### src/rtl/cacheline_adapter_if.sv
// Line-side (dfp) and burst-side (bmem) bundles for the cache line adapter.
interface dfp_if #(
  parameter int LINE_W = 256
);
  logic [31:0]       dfp_addr;
  logic              dfp_read;
  logic              dfp_write;
  logic [LINE_W-1:0] dfp_wdata;
  logic [LINE_W-1:0] dfp_rdata;
  logic              dfp_resp;

  modport master (
    output dfp_addr, dfp_read, dfp_write, dfp_wdata,
    input  dfp_rdata, dfp_resp
  );
  modport slave (
    input  dfp_addr, dfp_read, dfp_write, dfp_wdata,
    output dfp_rdata, dfp_resp
  );
endinterface

interface bmem_if #(
  parameter int BEAT_W = 64
);
  logic [31:0]       bmem_addr;
  logic              bmem_read;
  logic              bmem_write;
  logic [BEAT_W-1:0] bmem_wdata;
  logic              bmem_ready;
  logic [31:0]       bmem_raddr;
  logic [BEAT_W-1:0] bmem_rdata;
  logic              bmem_rvalid;

  modport master (
    output bmem_addr, bmem_read, bmem_write, bmem_wdata,
    input  bmem_ready, bmem_raddr, bmem_rdata, bmem_rvalid
  );
  modport slave (
    input  bmem_addr, bmem_read, bmem_write, bmem_wdata,
    output bmem_ready, bmem_raddr, bmem_rdata, bmem_rvalid
  );
endinterface

### src/rtl/cacheline_adapter.sv
// Bridges 256-bit cache line requests to 4-beat 64-bit memory bursts.
// One transaction in flight; a shared line buffer serves reads and writes.
module cacheline_adapter #(
  parameter int LINE_W = 256,
  parameter int BEAT_W = 64,
  parameter int BEATS  = 4
) (
  input  logic   clk,
  input  logic   rst,
  dfp_if.slave   dfp,
  bmem_if.master bmem
);

  localparam int CW = $clog2(BEATS);
  localparam int OW = $clog2(LINE_W);
  localparam int SH = $clog2(BEAT_W);

  localparam logic [2:0] IDLE    = 3'd0;
  localparam logic [2:0] RD_REQ  = 3'd1;
  localparam logic [2:0] RD_DATA = 3'd2;
  localparam logic [2:0] WR      = 3'd3;
  localparam logic [2:0] RESP    = 3'd4;

  logic [2:0]        state_q, state_d;
  logic [CW-1:0]     cnt_q, cnt_d;
  logic [LINE_W-1:0] buf_q, buf_d;
  logic [26:0]       addr_q, addr_d;

  logic [OW-1:0] off;
  logic          last;
  logic          hit;

  assign off  = OW'(cnt_q) << SH;
  assign last = cnt_q == CW'(BEATS - 1);
  // Only beats tagged with our own line address count.
  assign hit  = bmem.bmem_rvalid &&
                (bmem.bmem_raddr == {addr_q, 5'b0});

  always_comb begin
    state_d = state_q;
    cnt_d   = cnt_q;
    buf_d   = buf_q;
    addr_d  = addr_q;
    case (state_q)
      IDLE: begin
        cnt_d = '0;
        if (dfp.dfp_write) begin
          addr_d  = dfp.dfp_addr[31:5];
          buf_d   = dfp.dfp_wdata;
          state_d = WR;
        end else if (dfp.dfp_read) begin
          addr_d  = dfp.dfp_addr[31:5];
          state_d = RD_REQ;
        end
      end
      RD_REQ: begin
        if (bmem.bmem_ready) state_d = RD_DATA;
      end
      RD_DATA: begin
        if (hit) begin
          buf_d[off +: BEAT_W] = bmem.bmem_rdata;
          if (last) begin
            cnt_d   = '0;
            state_d = RESP;
          end else begin
            cnt_d = cnt_q + 1'b1;
          end
        end
      end
      WR: begin
        if (bmem.bmem_ready) begin
          if (last) begin
            cnt_d   = '0;
            state_d = RESP;
          end else begin
            cnt_d = cnt_q + 1'b1;
          end
        end
      end
      RESP: state_d = IDLE;
      default: begin
        state_d = IDLE;
        cnt_d   = '0;
      end
    endcase
  end

  always_ff @(posedge clk or negedge rst) begin
    if (!rst) begin
      state_q <= IDLE;
      cnt_q   <= '0;
      buf_q   <= '0;
      addr_q  <= '0;
    end else begin
      state_q <= state_d;
      cnt_q   <= cnt_d;
      buf_q   <= buf_d;
      addr_q  <= addr_d;
    end
  end

  assign bmem.bmem_addr  = {addr_q, 5'b0};
  assign bmem.bmem_read  = state_q == RD_REQ;
  assign bmem.bmem_write = state_q == WR;
  assign bmem.bmem_wdata = buf_q[off +: BEAT_W];
  assign dfp.dfp_rdata   = buf_q;
  assign dfp.dfp_resp    = state_q == RESP;

endmodule

### src/flat_wrapper.sv
// flat-port wrapper written by rule: the top's interface ports become plain ports
module cacheline_adapter_flat 
#(
  parameter int LINE_W = 256,
  parameter int BEAT_W = 64,
  parameter int BEATS  = 4
)
  (clk, rst, dfp_dfp_addr, dfp_dfp_read, dfp_dfp_write, dfp_dfp_wdata, dfp_dfp_rdata, dfp_dfp_resp, bmem_bmem_addr, bmem_bmem_read, bmem_bmem_write, bmem_bmem_wdata, bmem_bmem_ready, bmem_bmem_raddr, bmem_bmem_rdata, bmem_bmem_rvalid);
  dfp_if #(.LINE_W(LINE_W)) dfp_i ();
  bmem_if #(.BEAT_W(BEAT_W)) bmem_i ();
  input  logic clk;
  input  logic rst;
  input wire logic [$bits(dfp_i.dfp_addr)-1:0] dfp_dfp_addr;
  input wire logic [$bits(dfp_i.dfp_read)-1:0] dfp_dfp_read;
  input wire logic [$bits(dfp_i.dfp_write)-1:0] dfp_dfp_write;
  input wire logic [$bits(dfp_i.dfp_wdata)-1:0] dfp_dfp_wdata;
  output wire logic [$bits(dfp_i.dfp_rdata)-1:0] dfp_dfp_rdata;
  output wire logic [$bits(dfp_i.dfp_resp)-1:0] dfp_dfp_resp;
  output wire logic [$bits(bmem_i.bmem_addr)-1:0] bmem_bmem_addr;
  output wire logic [$bits(bmem_i.bmem_read)-1:0] bmem_bmem_read;
  output wire logic [$bits(bmem_i.bmem_write)-1:0] bmem_bmem_write;
  output wire logic [$bits(bmem_i.bmem_wdata)-1:0] bmem_bmem_wdata;
  input wire logic [$bits(bmem_i.bmem_ready)-1:0] bmem_bmem_ready;
  input wire logic [$bits(bmem_i.bmem_raddr)-1:0] bmem_bmem_raddr;
  input wire logic [$bits(bmem_i.bmem_rdata)-1:0] bmem_bmem_rdata;
  input wire logic [$bits(bmem_i.bmem_rvalid)-1:0] bmem_bmem_rvalid;
  assign dfp_i.dfp_addr = dfp_dfp_addr;
  assign dfp_i.dfp_read = dfp_dfp_read;
  assign dfp_i.dfp_write = dfp_dfp_write;
  assign dfp_i.dfp_wdata = dfp_dfp_wdata;
  assign dfp_dfp_rdata = dfp_i.dfp_rdata;
  assign dfp_dfp_resp = dfp_i.dfp_resp;
  assign bmem_bmem_addr = bmem_i.bmem_addr;
  assign bmem_bmem_read = bmem_i.bmem_read;
  assign bmem_bmem_write = bmem_i.bmem_write;
  assign bmem_bmem_wdata = bmem_i.bmem_wdata;
  assign bmem_i.bmem_ready = bmem_bmem_ready;
  assign bmem_i.bmem_raddr = bmem_bmem_raddr;
  assign bmem_i.bmem_rdata = bmem_bmem_rdata;
  assign bmem_i.bmem_rvalid = bmem_bmem_rvalid;
  cacheline_adapter #(.LINE_W(LINE_W), .BEAT_W(BEAT_W), .BEATS(BEATS)) u_core (.clk(clk), .rst(rst), .dfp(dfp_i), .bmem(bmem_i));
endmodule
### config.mk
export PLATFORM = sky130hd
export DESIGN_NAME = cacheline_adapter_flat
export DESIGN_NICKNAME = d
export VERILOG_FILES = /design/src/rtl/cacheline_adapter_if.sv /design/src/rtl/cacheline_adapter.sv /design/src/flat_wrapper.sv
export SDC_FILE = /design/constraint.sdc
export NUM_CORES = 1
export LEC_CHECK = 0
export ABC_AREA = 1
export CORE_AREA = 5 5 286 288
export CTS_CLUSTER_SIZE = 28
export DETAILED_ROUTE_END_ITERATION = 16
export DIE_AREA = 0 0 291 293
export PLACE_DENSITY_LB_ADDON = 0.3
export SYNTH_ARGS = -nofsm -noshare
export SYNTH_HDL_FRONTEND = slang
export SYNTH_SLANG_ARGS = --single-unit
### constraint.sdc
create_clock -name clk -period 4.3 [get_ports clk]
set_input_delay 1.075 -clock clk [delete_from_list [all_inputs] [get_ports clk]]
set_output_delay 1.075 -clock clk [all_outputs]
set_load 0.01 [all_outputs]
==> results.yml, run 1 <==
yosys:
  yosys_warnings: 0
  ys_seq_area_frac: 0.411
  avgSynthCellArea_um2: 6.84
  yosys-mux-area-fraction: 0.00513
  synthXorXnorAreaFrac: 0.00249
  syn_area_um2: 17600
  synth_compound_area_frac: 0.177
  ys_types: 29
  syn_inst: 2565
  yosys.area_share.simple: 0.325
  yosys_register_bits: 288
  yosys.area_share.adder: 0.00285
  synth_top_family_by_area: "simple AND/OR/NAND/NOR gates"
cts:
  cts_setup_buffers: 0
  cts.sinks: 288
  clk-insertion-delay-late_ns: 0.55
  htree_num_levels: 2
  cts_hold_buf: 0
  clockBufferDepth: 3
  clk_pin_slew_ns: 0.06
  tritoncts: "built"
  root_buffer: "clkbuf_16"
  cts_made_buffers: 39
  post_cts_resized: 0
final_layout:
  final_common_cell: "nand2_1"
  final_cell_mix: "nand2_1, clkdlybuf4s50_1, o21ai_0"
  fillers: 8505
  area_growth_pct: 55.1
  drive_above_1_share: 0.0479
  fin_nets: 3555
  fin_area_um2: 27200
floorplanning:
  initial_core_util: 0.223
  dieArea_um2: 85300
  dieHeight_um: 293
  dieWidth_um: 291
  boundaryPins: 745
  rows: 103
  core-area_um2: 78600
grt:
  first_global_vias: 20800
  grt_pass1_wl_um: 145000
  antenna_found_initial: 17
  grt_overflow_total: 0
  grt_max_degree: 163
  grt_usage: 0.223
detailed_routing:
  wl_per_cell_um: 23.8
  dr.pass1.iters: 5
  routed_wl_um: 101000
  vias: 21100
  drtIter0Drc: 1591
  drt-vias-per-instance: 4.95
  drc: 0
  detail-route-antenna-nets: 0
place:
  place_congestion: 0.886
  pre_cts_slack_ns: 0.731
  numPortBuffers: 734
  dpl_cell_area_um2: 25900
  dpl.hpwl_um: 68800
timing:
  finalHoldWorstSlack_ns: 0.489
  hold_viol: 0
  maxSlewViolCount: 0
  fin_ws_ns: 0.394
  slew_headroom: 0.273
  setup_tns_ns: 0
  final.min_clock_period_ns: 3.91
  rsz0062_at_grt: "false"
  period_share: 0.908
  setup_viol: 0
  worst_pin_slew_ns: 1.09
  max_freq_mhz: 256
  finalClockSkew_ns: 0.0202
setup_path:
  arrival_ns: 2.83
  crit_required_ns: 3.22
  critPathMaxFanout: 55
  cp-start-kind: "flop"
  critical_path_class: "reg -> out"
  cp-end-kind: "primary output"
pwr:
  irDropWorstVdd_v: 0.000805
  p_leak_nw: 12.1
  powerDensity_nw_per_um2: 765
run:
  cap_violations: 0
worst_hold_path:
  hp-class: "reg -> reg"
run_status:
  status: "complete, no violations"
-- worst max-delay path, stage by stage, from the launching register on --
cell	delay (ns)
dfrtp_4	0.45
buf_4	0.52
o21ai_0	0.34
o22ai_1	0.26
clkdlybuf4s50_1	0.62
-- layout make-up --
class | count | area, um^2 | share of cell area
Sequential cell | 288 | 7220 | 0.265
Tap cell | 1050 | 1310 | 0.0483
Clock buffer | 57 | 1200 | 0.0439
Multi-Input combinational cell | 1990 | 9110 | 0.335
Inverter | 58 | 220 | 0.00809
Antenna cell | 10 | 25.0 | 0.000919
Timing Repair Buffer | 784 | 8040 | 0.295
Clock inverter | 14 | 105 | 0.00386
-- power by group --
group / switching [W] / leakage, nW / internal [W]
registers: 0.00123 / 3.70 / 0.00391
clock network: 0.00134 / 0.640 / 0.00199
logic: 0.00733 / 7.77 / 0.00503
total: 0.00991 / 12.1 / 0.0109
-- through the flow --
step / std cells / total power (W) / utilization
4_1_cts: 4241 / 0.0209 / 0.346
2_1_floorplan: 2569 / 0.0105 / -
6_report: 4251 / 0.0208 / 0.346
5_1_grt: 4246 / 0.0220 / 0.346
3_3_place_gp: 4170 / 0.0174 / 0.329
3_5_place_dp: 4170 / 0.0175 / 0.329
-- worst paths after layout --
check | from | to | slack (ns) | cells past startpoint
setup / recovery | u_core.cnt_q[0] | bmem_bmem_wdata[1] | 0.39 | 4
min in group asynchronous | rst | u_core.addr_q[8] | 0.56 | 1
setup reg to reg | u_core.cnt_q[1] | u_core.dfp.dfp_rdata[216] | 1.16 | 9
hold / removal | u_core.dfp.dfp_rdata[65] | u_core.dfp.dfp_rdata[65] | 0.49 | 2
max in group asynchronous | rst | u_core.dfp.dfp_rdata[153] | 2.85 | 2
hold reg to reg | u_core.dfp.dfp_rdata[65] | u_core.dfp.dfp_rdata[65] | 0.49 | 2
-- per-layer routing --
metal,vias to the layer above,global-route usage,part of all wire
li1,9757,-,-
met1,10200,0.285,0.41
met2,885,0.378,0.48
met3,162,0.0518,0.075
met4,12,0.0689,0.031
met5,-,0,0.00067
-- Yosys cell counts, drive strengths merged --
master    n  area, um^2
nor3      8        50.1
xnor2     4        35.0
mux2      8        90.1
a21oi    20         100
nor4      1        21.3
nor2    169         658
dfrtp   288        7210
nand3   389        1960
a31oi     1        6.26
xor2      1        8.76
buf     118         711
conb      1        3.75
clkbuf  115         432
o21ai   518        2590
ha        4        50.1
o22ai    64         400
inv      58         218
nand2   798        3020
-- logic make-up (layout without fill, tap and decap cells) --
| logic type | count (synthesis) | count (layout) |
|---|---|---|
| xor+xnor | 5 | 5 |
| simple gates | 1365 | 1365 |
| fa+ha+maj | 4 | 4 |
| mux | 8 | 8 |
| buf+inv | 291 | 913 |
| compound gates | 603 | 603 |
| other cells | 1 | 15 |
| flops | 288 | 288 |
-- sequential cells by signal (all words and copies together) (netlist names) --
register              flops
u_core.cnt_q              2
u_core.state_q            3
u_core.dfp.dfp_rdata    256
u_core.addr_q            27
(Power assumes the default switching activity.)
==> run 2, diff against run 1 <==
- CTS_CLUSTER_DIAMETER: unset -> 120
==> results.yml, run 2 (synthesis gave the netlist of run 1 again) <==
final_layout:
  drive_above_1_share: 0.0341
  largest_reg_flops: 256
  area_growth_pct: 50.1
  final_cell_mix: "nand2_1, clkdlybuf4s50_1, o21ai_0"
  fin_nets: 3530
  fillers: 8596
  final_common_cell: "nand2_1"
setup_path:
  max_stage_delay_ns: 0.62
  cpLargestDelayFamily: "buffers and inverters"
  crit_buf_inv: 2
  ff2ff_path_depth: 9
  arrival_ns: 2.87
  reg2reg_to: "u_core.dfp.dfp_rdata[216]"
  cp-end-kind: "primary output"
  critPathMaxFanout: 55
  rrSetupSlack_ns: 1.14
  worstReg2RegStart: "u_core.cnt_q[1]"
  crit_required_ns: 3.22
  cp-start-kind: "flop"
  path_cells: "buf_4, o21ai_0, o22ai_1, clkdlybuf4s50_1"
  critPathSlowestCell: "clkdlybuf4s50_1"
  critical_path_class: "reg -> out"
timing:
  fin_ws_ns: 0.354
  max_freq_mhz: 253
  hold_viol: 0
  maxSlewViolCount: 0
  finalHoldWorstSlack_ns: 0.501
  final.min_clock_period_ns: 3.95
  finalClockSkew_ns: 0.0378
  period_share: 0.918
  setup_viol: 0
  worst_pin_slew_ns: 1.09
  slew_headroom: 0.274
  rsz0062_at_grt: "false"
  setup_tns_ns: 0
run_status:
  status: "complete, no violations"
floorplanning:
  boundaryPins: 745
  rows: 103
  dieWidth_um: 291
  core-area_um2: 78600
  dieArea_um2: 85300
  dieHeight_um: 293
  initial_core_util: 0.223
cts:
  clk_pin_slew_ns: 0.12
  cts_made_buffers: 14
  cts_setup_buffers: 0
  clockBufferDepth: 3
  clk-insertion-delay-late_ns: 0.56
  cts_hold_buf: 0
  tritoncts: "built"
  post_cts_resized: 0
  htree_num_levels: 1
  cts.sinks: 288
  root_buffer: "clkbuf_16"
pwr:
  p_clk_frac: 0.089
  switchingPower_w: 0.00956
  powerDensity_nw_per_um2: 727
  power_frac_comb: 0.644
  p_leak_nw: 11.7
  internal_power_w: 0.00959
  seq_power_share: 0.267
  irDropWorstVdd_v: 0.000799
  swShare: 0.499
detailed_routing:
  top_layer_used: "met5"
  m1WireLength_um: 40900
  vias: 20900
  routed-wl-met3_um: 7700
  routed_wl_um: 100000
  drt-vias-per-instance: 4.97
  detail-route-antenna-nets: 0
  drc: 0
  dr_wl_met2_um: 48600
  dr.pass1.iters: 5
  wl_per_cell_um: 23.9
  drtIter0Drc: 1708
run:
  cap_violations: 0
grt:
  grt_usage: 0.221
  grt_pass1_wl_um: 145000
  first_global_vias: 20600
  grt_overflow_total: 0
  antenna_found_initial: 18
  grt_max_degree: 163
place:
  place_congestion: 0.886
  pre_cts_slack_ns: 0.731
  numPortBuffers: 734
  dpl.hpwl_um: 68800
worst_hold_path:
  hold_depth: 2
  hold_path_end: "u_core.dfp.dfp_rdata[65]"
  hp-class: "reg -> reg"
  hp-start: "u_core.dfp.dfp_rdata[65]"
[run 2: changes by cell type in the layout (fill, tap and decap cells not counted), moves of 3 or more]
cell	change
clkinv_2	-6
clkbuf_8	-10
clkbuf_1	-3
clkinvlp_4	-4
clkbuf_16	-26
[run 2: area by class of cell]
type / count / area [um^2] / share of cell area
tap: 1050 / 1310 / 0.0499
clock inverter: 4 / 23.8 / 0.000902
timing repair buffer: 784 / 8040 / 0.305
clock buffer: 18 / 397 / 0.0151
antenna: 10 / 25.0 / 0.000950
inverter: 58 / 220 / 0.00836
sequential: 288 / 7220 / 0.274
multi-input combinational: 1990 / 9110 / 0.346
[run 2: through the flow]
stage	util	power, W	cells	cell area [um^2]
after floorplan	-	0.0105	2569	17600
after global placement	0.329	0.0174	4170	25900
after detailed placement	0.329	0.0175	4170	25900
after CTS	0.335	0.0192	4192	26300
after global routing	0.335	0.0203	4197	26300
final	0.335	0.0191	4202	26300
[run 2: how the worst max path moves through the flow]
stage / cells past startpoint / startpoint / end
3_5_place_dp: 12 / bmem_bmem_raddr[11] / u_core.dfp.dfp_rdata[150]
5_1_grt: 4 / u_core.cnt_q[0] / bmem_bmem_wdata[1]
4_1_cts: 4 / u_core.cnt_q[0] / bmem_bmem_wdata[1]
2_1_floorplan: 6 / u_core.cnt_q[0] / bmem_bmem_wdata[55]
3_3_place_gp: 12 / bmem_bmem_raddr[31] / u_core.dfp.dfp_rdata[150]
6_report: 4 / u_core.cnt_q[0] / bmem_bmem_wdata[1]
[run 2: tightest hold or removal path, stage by stage (launching register included)]
cell and delay, ns:
dfrtp_1 0.38, nand2_1 0.06, nand2_1 0.05
[run 2: power by group through the flow]
| stage | Combinational [W] | Sequential (W) | Clock (W) |
|---|---|---|---|
| 4_1_cts | 0.0124 | 0.00510 | 0.00178 |
| 3_5_place_dp | 0.0123 | 0.00513 | 0 |
| 6_report | 0.0123 | 0.00512 | 0.00170 |
| 5_1_grt | 0.0132 | 0.00527 | 0.00184 |
| 2_1_floorplan | 0.00522 | 0.00529 | 0 |
| 3_3_place_gp | 0.0123 | 0.00514 | 0 |
[run 2: routing by layer]
metal,vias to the layer above,track usage
met5,-,0
met4,12,0.0632
met3,142,0.0469
met2,910,0.378
met1,10100,0.285
li1,9679,-
